File: config.mk
export PLATFORM = sky130hd
export DESIGN_NAME = hazard_control_unit
export DESIGN_NICKNAME = d
export VERILOG_FILES = /design/src/rtl/hazard_control_unit.sv
export SDC_FILE = /design/constraint.sdc
export NUM_CORES = 1
export LEC_CHECK = 0
export CAP_MARGIN = 5
export CORE_ASPECT_RATIO = 1.2
export CORE_MARGIN = 4
export CORE_UTILIZATION = 42
export CTS_CLUSTER_DIAMETER = 120
export CTS_CLUSTER_SIZE = 20
export DETAILED_ROUTE_END_ITERATION = 8
export PLACE_DENSITY_LB_ADDON = 0.25
export RECOVER_POWER = 100
export SLEW_MARGIN = 10
export SYNTH_ARGS = -nofsm -noshare
export SYNTH_HDL_FRONTEND = slang
export SYNTH_SLANG_ARGS = --single-unit
File: constraint.sdc
create_clock -name clk -period 2 [get_ports clk]
set_clock_uncertainty 0.1 [all_clocks]
set_input_delay 0.3 -clock clk [delete_from_list [all_inputs] [get_ports clk]]
set_output_delay 0.3 -clock clk [all_outputs]
set_load 0.02 [all_outputs]
File: src/rtl/hazard_control_unit.sv
// Hazard controller for the 5-stage MIPS pipeline: load-use stalls, multi-cycle
// multiply occupancy of EX, taken-branch flushes, plus saturating event counters.
module hazard_control_unit #(
  parameter int MULT_LATENCY = 4
) (
  input  logic        clk,
  input  logic        reset,
  input  logic        IDEXMemRead,
  input  logic [4:0]  IDEXRegRd,
  input  logic [4:0]  IFIDR1,
  input  logic [4:0]  IFIDR2,
  input  logic        IFIDUsesR2,
  input  logic        MultStart,
  input  logic        BranchTaken,
  output logic        PCWrite,
  output logic        IFIDWrite,
  output logic        IDEXWrite,
  output logic        IFIDFlush,
  output logic        IDEXFlush,
  output logic        EXMEMFlush,
  output logic        MultBusy,
  output logic [15:0] StallCount,
  output logic [15:0] FlushCount
);

  typedef enum logic [0:0] {RUN = 1'b0, MULT_BUSY = 1'b1} state_t;

  // The MultStart cycle is itself the first EX cycle, so the busy phase is one shorter.
  localparam logic [3:0] MCNT_LOAD = 4'(MULT_LATENCY - 2);

  state_t     state;
  logic [3:0] mcnt;
  logic       loadUse;

  // Load-use detection: a load's destination is read by the instruction right behind it
  always_comb begin
    loadUse = 1'b0;
    if (IDEXMemRead && (IDEXRegRd != 5'd0) &&
        ((IDEXRegRd == IFIDR1) || (IFIDUsesR2 && (IDEXRegRd == IFIDR2)))) begin
      loadUse = 1'b1;
    end else begin
      loadUse = 1'b0;
    end
  end

  // Pipeline enables and flushes, decoded from current state and this cycle's inputs
  always_comb begin
    PCWrite    = 1'b1;
    IFIDWrite  = 1'b1;
    IDEXWrite  = 1'b1;
    IFIDFlush  = 1'b0;
    IDEXFlush  = 1'b0;
    EXMEMFlush = 1'b0;
    MultBusy   = 1'b0;
    if (reset) begin
      PCWrite    = 1'b0;
      IFIDWrite  = 1'b0;
      IDEXWrite  = 1'b0;
      IFIDFlush  = 1'b1;
      IDEXFlush  = 1'b1;
      EXMEMFlush = 1'b1;
    end else begin
      case (state)
        RUN: begin
          if (BranchTaken) begin
            IFIDFlush  = 1'b1;
            IDEXFlush  = 1'b1;
            EXMEMFlush = 1'b1;
          end else if (MultStart) begin
            PCWrite = 1'b1;
          end else if (loadUse) begin
            PCWrite   = 1'b0;
            IFIDWrite = 1'b0;
            IDEXFlush = 1'b1;
          end else begin
            PCWrite = 1'b1;
          end
        end
        MULT_BUSY: begin
          // A taken branch means the multiply was wrong-path: abort it and redirect.
          if (BranchTaken) begin
            IFIDFlush  = 1'b1;
            IDEXFlush  = 1'b1;
            EXMEMFlush = 1'b1;
          end else begin
            PCWrite    = 1'b0;
            IFIDWrite  = 1'b0;
            IDEXWrite  = 1'b0;
            EXMEMFlush = 1'b1;
            MultBusy   = 1'b1;
          end
        end
        default: begin
          PCWrite = 1'b1;
        end
      endcase
    end
  end

  // FSM state, multiply down-counter and saturating event counters
  always_ff @(posedge clk) begin
    if (reset) begin
      state      <= RUN;
      mcnt       <= 4'd0;
      StallCount <= 16'd0;
      FlushCount <= 16'd0;
    end else begin
      if (!PCWrite && (StallCount != 16'hFFFF)) begin
        StallCount <= StallCount + 16'd1;
      end
      if (BranchTaken && (FlushCount != 16'hFFFF)) begin
        FlushCount <= FlushCount + 16'd1;
      end
      case (state)
        RUN: begin
          if (!BranchTaken && MultStart) begin
            state <= MULT_BUSY;
            mcnt  <= MCNT_LOAD;
          end else begin
            state <= RUN;
          end
        end
        MULT_BUSY: begin
          if (BranchTaken || (mcnt == 4'd0)) begin
            state <= RUN;
            mcnt  <= 4'd0;
          end else begin
            mcnt <= mcnt - 4'd1;
          end
        end
        default: begin
          state <= RUN;
          mcnt  <= 4'd0;
        end
      endcase
    end
  end

endmodule

[Yosys cells after proc, flatten, opt, wreduce, memory -nomap -nowiden]
Cells that the tools add are included.
Operators by class
  $add $sub $neg: 3
  $mul: 0
  div/mod/pow operators: 0
  order comparisons: 0
  eq/ne operators: 5
  shift-type cells: 0
  mux-type cells: 26
  bitwise logic cells: 1
  reduce and logical (&&, ||, !) cells: 12
Operators with widths (count)
  $add A16 B1 Y16 const B: 2
  $ne A16 B16 Y1 const B: 2
  $mux W1: 19
  $eq A5 B5 Y1: 2
  $mux W4: 2
  $pmux W1 S2: 4
  $pmux W4 S2: 1
  $logic_and A1 B1 Y1: 6
  $reduce_bool A5 Y1: 1
  $logic_not A4 Y1: 1
  $sub A4 B1 Y4 const B: 1
  $logic_not A1 Y1: 2
  $logic_or A1 B1 Y1: 2
  $ne A2 B2 Y1 const B: 1
  $not A1 Y1: 1
Word-level totals
  register bits: 37
  latch bits: 0
  memory bits (writable): 0
  bits in read-only memories: 0
  input port bits: 21
  output and inout port bits: 39
  word-level logic and storage cells: 51
  memories kept: 0

[Depth between registers and ports, before layout]
  word-level depth: 12
  gate-level depth with buffers: 10
  mapped depth without buffers: 8

[Worst setup path before layout]
No wires, ideal clock.
  kind: reg2reg
  start point: register StallCount[0]
  end point: register StallCount[14]
  setup time: 70 ps
  arrival time: 1983 ps
  required time: 1830 ps
  path slack: -153 ps
  stages on the path, launching flop included: 8
  path buffers: 0
  cell sequence: dfxtp_1 > ha_1 > nand3_1 > or4b_1 > o21ba_1 > a21oi_1 > or3_1 > a21oi_1
On the way
  word-level cells in the longest chain between the ends: 2
Ends and longest elaborated chain
  start: declaration: RTL line 22  | output logic [15:0] StallCount,
  start signal: assignment: RTL line 109  | StallCount <= StallCount + 16'd1;
  parallel branches: the longest is 2 deep, another holds $add A16 B1 Y16
Parallel ways; which one is timed is not known.
A chain may end at the register's enable or synchronous reset.

[Final worst setup path]
Same ends and word-level chain as after synthesis.

==> results.toml <==
[timing]
fmax_mhz = 496
relSlewSlack_pct = 76.3
layout_setup_ws_ps = -15.4
layout_min_cycle_time_ps = 2020
tightest_slew_ps = 355
setup_tns_ps = -28.7
finalHoldViolations = 0
setup_viol = 2
whs_ps = 412
rsz0062_at_grt = "true"
slew_violations = 0
post-route-period-util_pct = 101

[outcome]
status = "complete, but fails checks"
failed_checks = "setup timing"

[cells_and_area]
post-route-util_pct = 70.3
drive_gt1_share_pct = 29.3
area_growth_pct = 63.1
n_antenna_cell = 0
nets = 375
final_cell_mix = "buf_4 (44), dfxtp_1 (34), dlygate4sd3_1 (32)"
final_common_cell = "buf_4"

[critical_path]
critPathLaunchType = "flip-flop"
endpoint_kind = "flip-flop"
critPathKind = "flip-flop to flip-flop"
crit_required_ps = 2130
cp.arrival_ps = 2140
path_max_fanout = 3

[routing]
firstDrtPassIters = 4
drt-initial-drc-count = 47
wl_per_cell_um = 13.0
drc = 0
avgViaCountPerCell = 5.20
routed_wl_mm = 5.33
ant_nets = 0
routed-via-count = 2134

[synth]
synth-edff-count = 0
synthesis.nets = 266
ys_seq_elements = 37
syn_area_mm2 = 0.00197
synth_top_flop_cell = "dfxtp_1"
synth_cell_types = 41
yosysSeqAreaShare_pct = 37.7
syn_avg_cell_area_um2 = 8.12
netlist_top_cells_area = "dfxtp_1 (38%), xnor2_1 (6.7%), nor2_1 (6.3%)"
synth.largest_area_cell = "dfxtp_1"
yosysWarnings = 0
syn_inst = 242
async_flop_share_pct = 0
yosys.area.top_type_share_pct = 37.7

[clock_network]
postCtsHoldBufs = 0
clockBufferDepth = 2
clock_latency_ps = 290
cts.sinks = 37
cts-root-buf = "clkbuf_8"
numCtsBuffers = 5
cts_tree = "done"
clkSlewWorstSetupHoldPaths_ps = 80
htreeDepth = 2

[floorplanning]
coreArea_mm2 = 0.00456
io-pin-count = 60
row_count = 27
die_x_um = 70.5
start_util_pct = 43.1
fp.dieH_um = 82.9
die_area_mm2 = 0.00584

[grt]
grt_max_degree = 19
grt_overflow = 0
grt_pass1_vias = 1971
grt_use_total_pct = 16.8
antenna_found_initial = 0
grt_pass1_wl_mm = 8.20

[power]
power_uw = 1700
peakVddDrop_uv = 374
power.leakage_uw = 0.00137
power.density_mw_per_mm2 = 532

[min_path]
hold_class = "flip-flop to flip-flop"

[run]
maxCapViolCount = 0

[placed_design]
post-dp-hpwl_mm = 3.70
portBuffers = 59
gp_congestion = 0.821
[layer usage]
metal / vias to the layer above / GRT usage [%] / share of wire (%)
met2: 68 / 31.9 / 53
li1: 1064 / - / -
met4: 0 / 5.40 / 1.5
met1: 995 / 17.8 / 40
met3: 7 / 4.00 / 5.9
met5: - / 0 / 0
[per-stage QoR]
stage	worst slack, ps	std cells	instance area (µm²)
global placement	-721	393	2900
CTS	-17.8	405	3060
global route	-152	410	3210
finish	-15.4	410	3210
detailed placement	-740	393	2900
floorplan	-80.3	242	1970
[synth_stat cells, types with 2 or more instances]
master,number
inv_1,5
nand3_1,16
buf_4,2
clkbuf_1,3
xnor2_1,15
nor2_1,33
a21oi_1,22
nand4_1,5
ha_1,3
nand2b_1,2
o21bai_1,2
or2_2,4
nand4_2,2
or3_1,9
nand2_1,21
or4_1,5
buf_6,3
o31ai_1,4
nor2b_1,2
xor2_1,11
nor3_1,6
dfxtp_1,37
o21ai_0,12
[cell type report]
class	instances	area (µm²)
Multi-Input combinational cell	191	1260
Sequential cell	37	744
Clock buffer	7	86.3
Clock inverter	1	30.0
Timing Repair Buffer	111	991
Fill cell	371	1360
Tap cell	58	72.6
Inverter	5	18.8
[report_power, final]
| part | total [µW] | switching [µW] | internal, µW |
|---|---|---|---|
| registers | 758 | 9.07 | 749 |
| clock network | 673 | 267 | 407 |
| logic | 273 | 127 | 146 |
| total | 1700 | 403 | 1300 |
[registers in the layout (all words and copies together), names as in the netlist]
signal and flops:
mcnt 4, FlushCount 16, state 1, StallCount 16
[what timing repair did]
item / 4_1_cts / 5_1_grt
pin swaps: 23 / 15
setup buffers: 4 / 3
gates resized for setup: 61 / 34
endpoints found under the setup margin: 20 / 25
gates cloned: 0 / 2
[cell families after synthesis]
family,count (synthesis),synth area share (%)
simple gates,114,29.7
buf+inv,14,4.46
fa+ha+maj,3,1.91
mux,1,0.509
flops,37,37.7
compound gates,47,14.1
xor+xnor,26,11.6
[final timing paths]
| kind | start | to | slack, ps | cells past startpoint |
|---|---|---|---|---|
| worst max register to register | StallCount[0] | StallCount[14] | -20 | 7 |
| worst max-delay path | StallCount[0] | StallCount[14] | -20 | 7 |
| worst min-delay path | mcnt[3] | mcnt[3] | 410 | 1 |
| worst min register to register | mcnt[3] | mcnt[3] | 410 | 1 |
[critical path, stage by stage (launching register included)]
cell and delay (ps):
dfxtp_2 330, ha_2 180, nand3_2 90, or4b_1 490, o21ba_1 240, a21oi_1 70, or3_1 330, a21oi_2 120
Note: power is estimated with default switching activity, not from simulation.
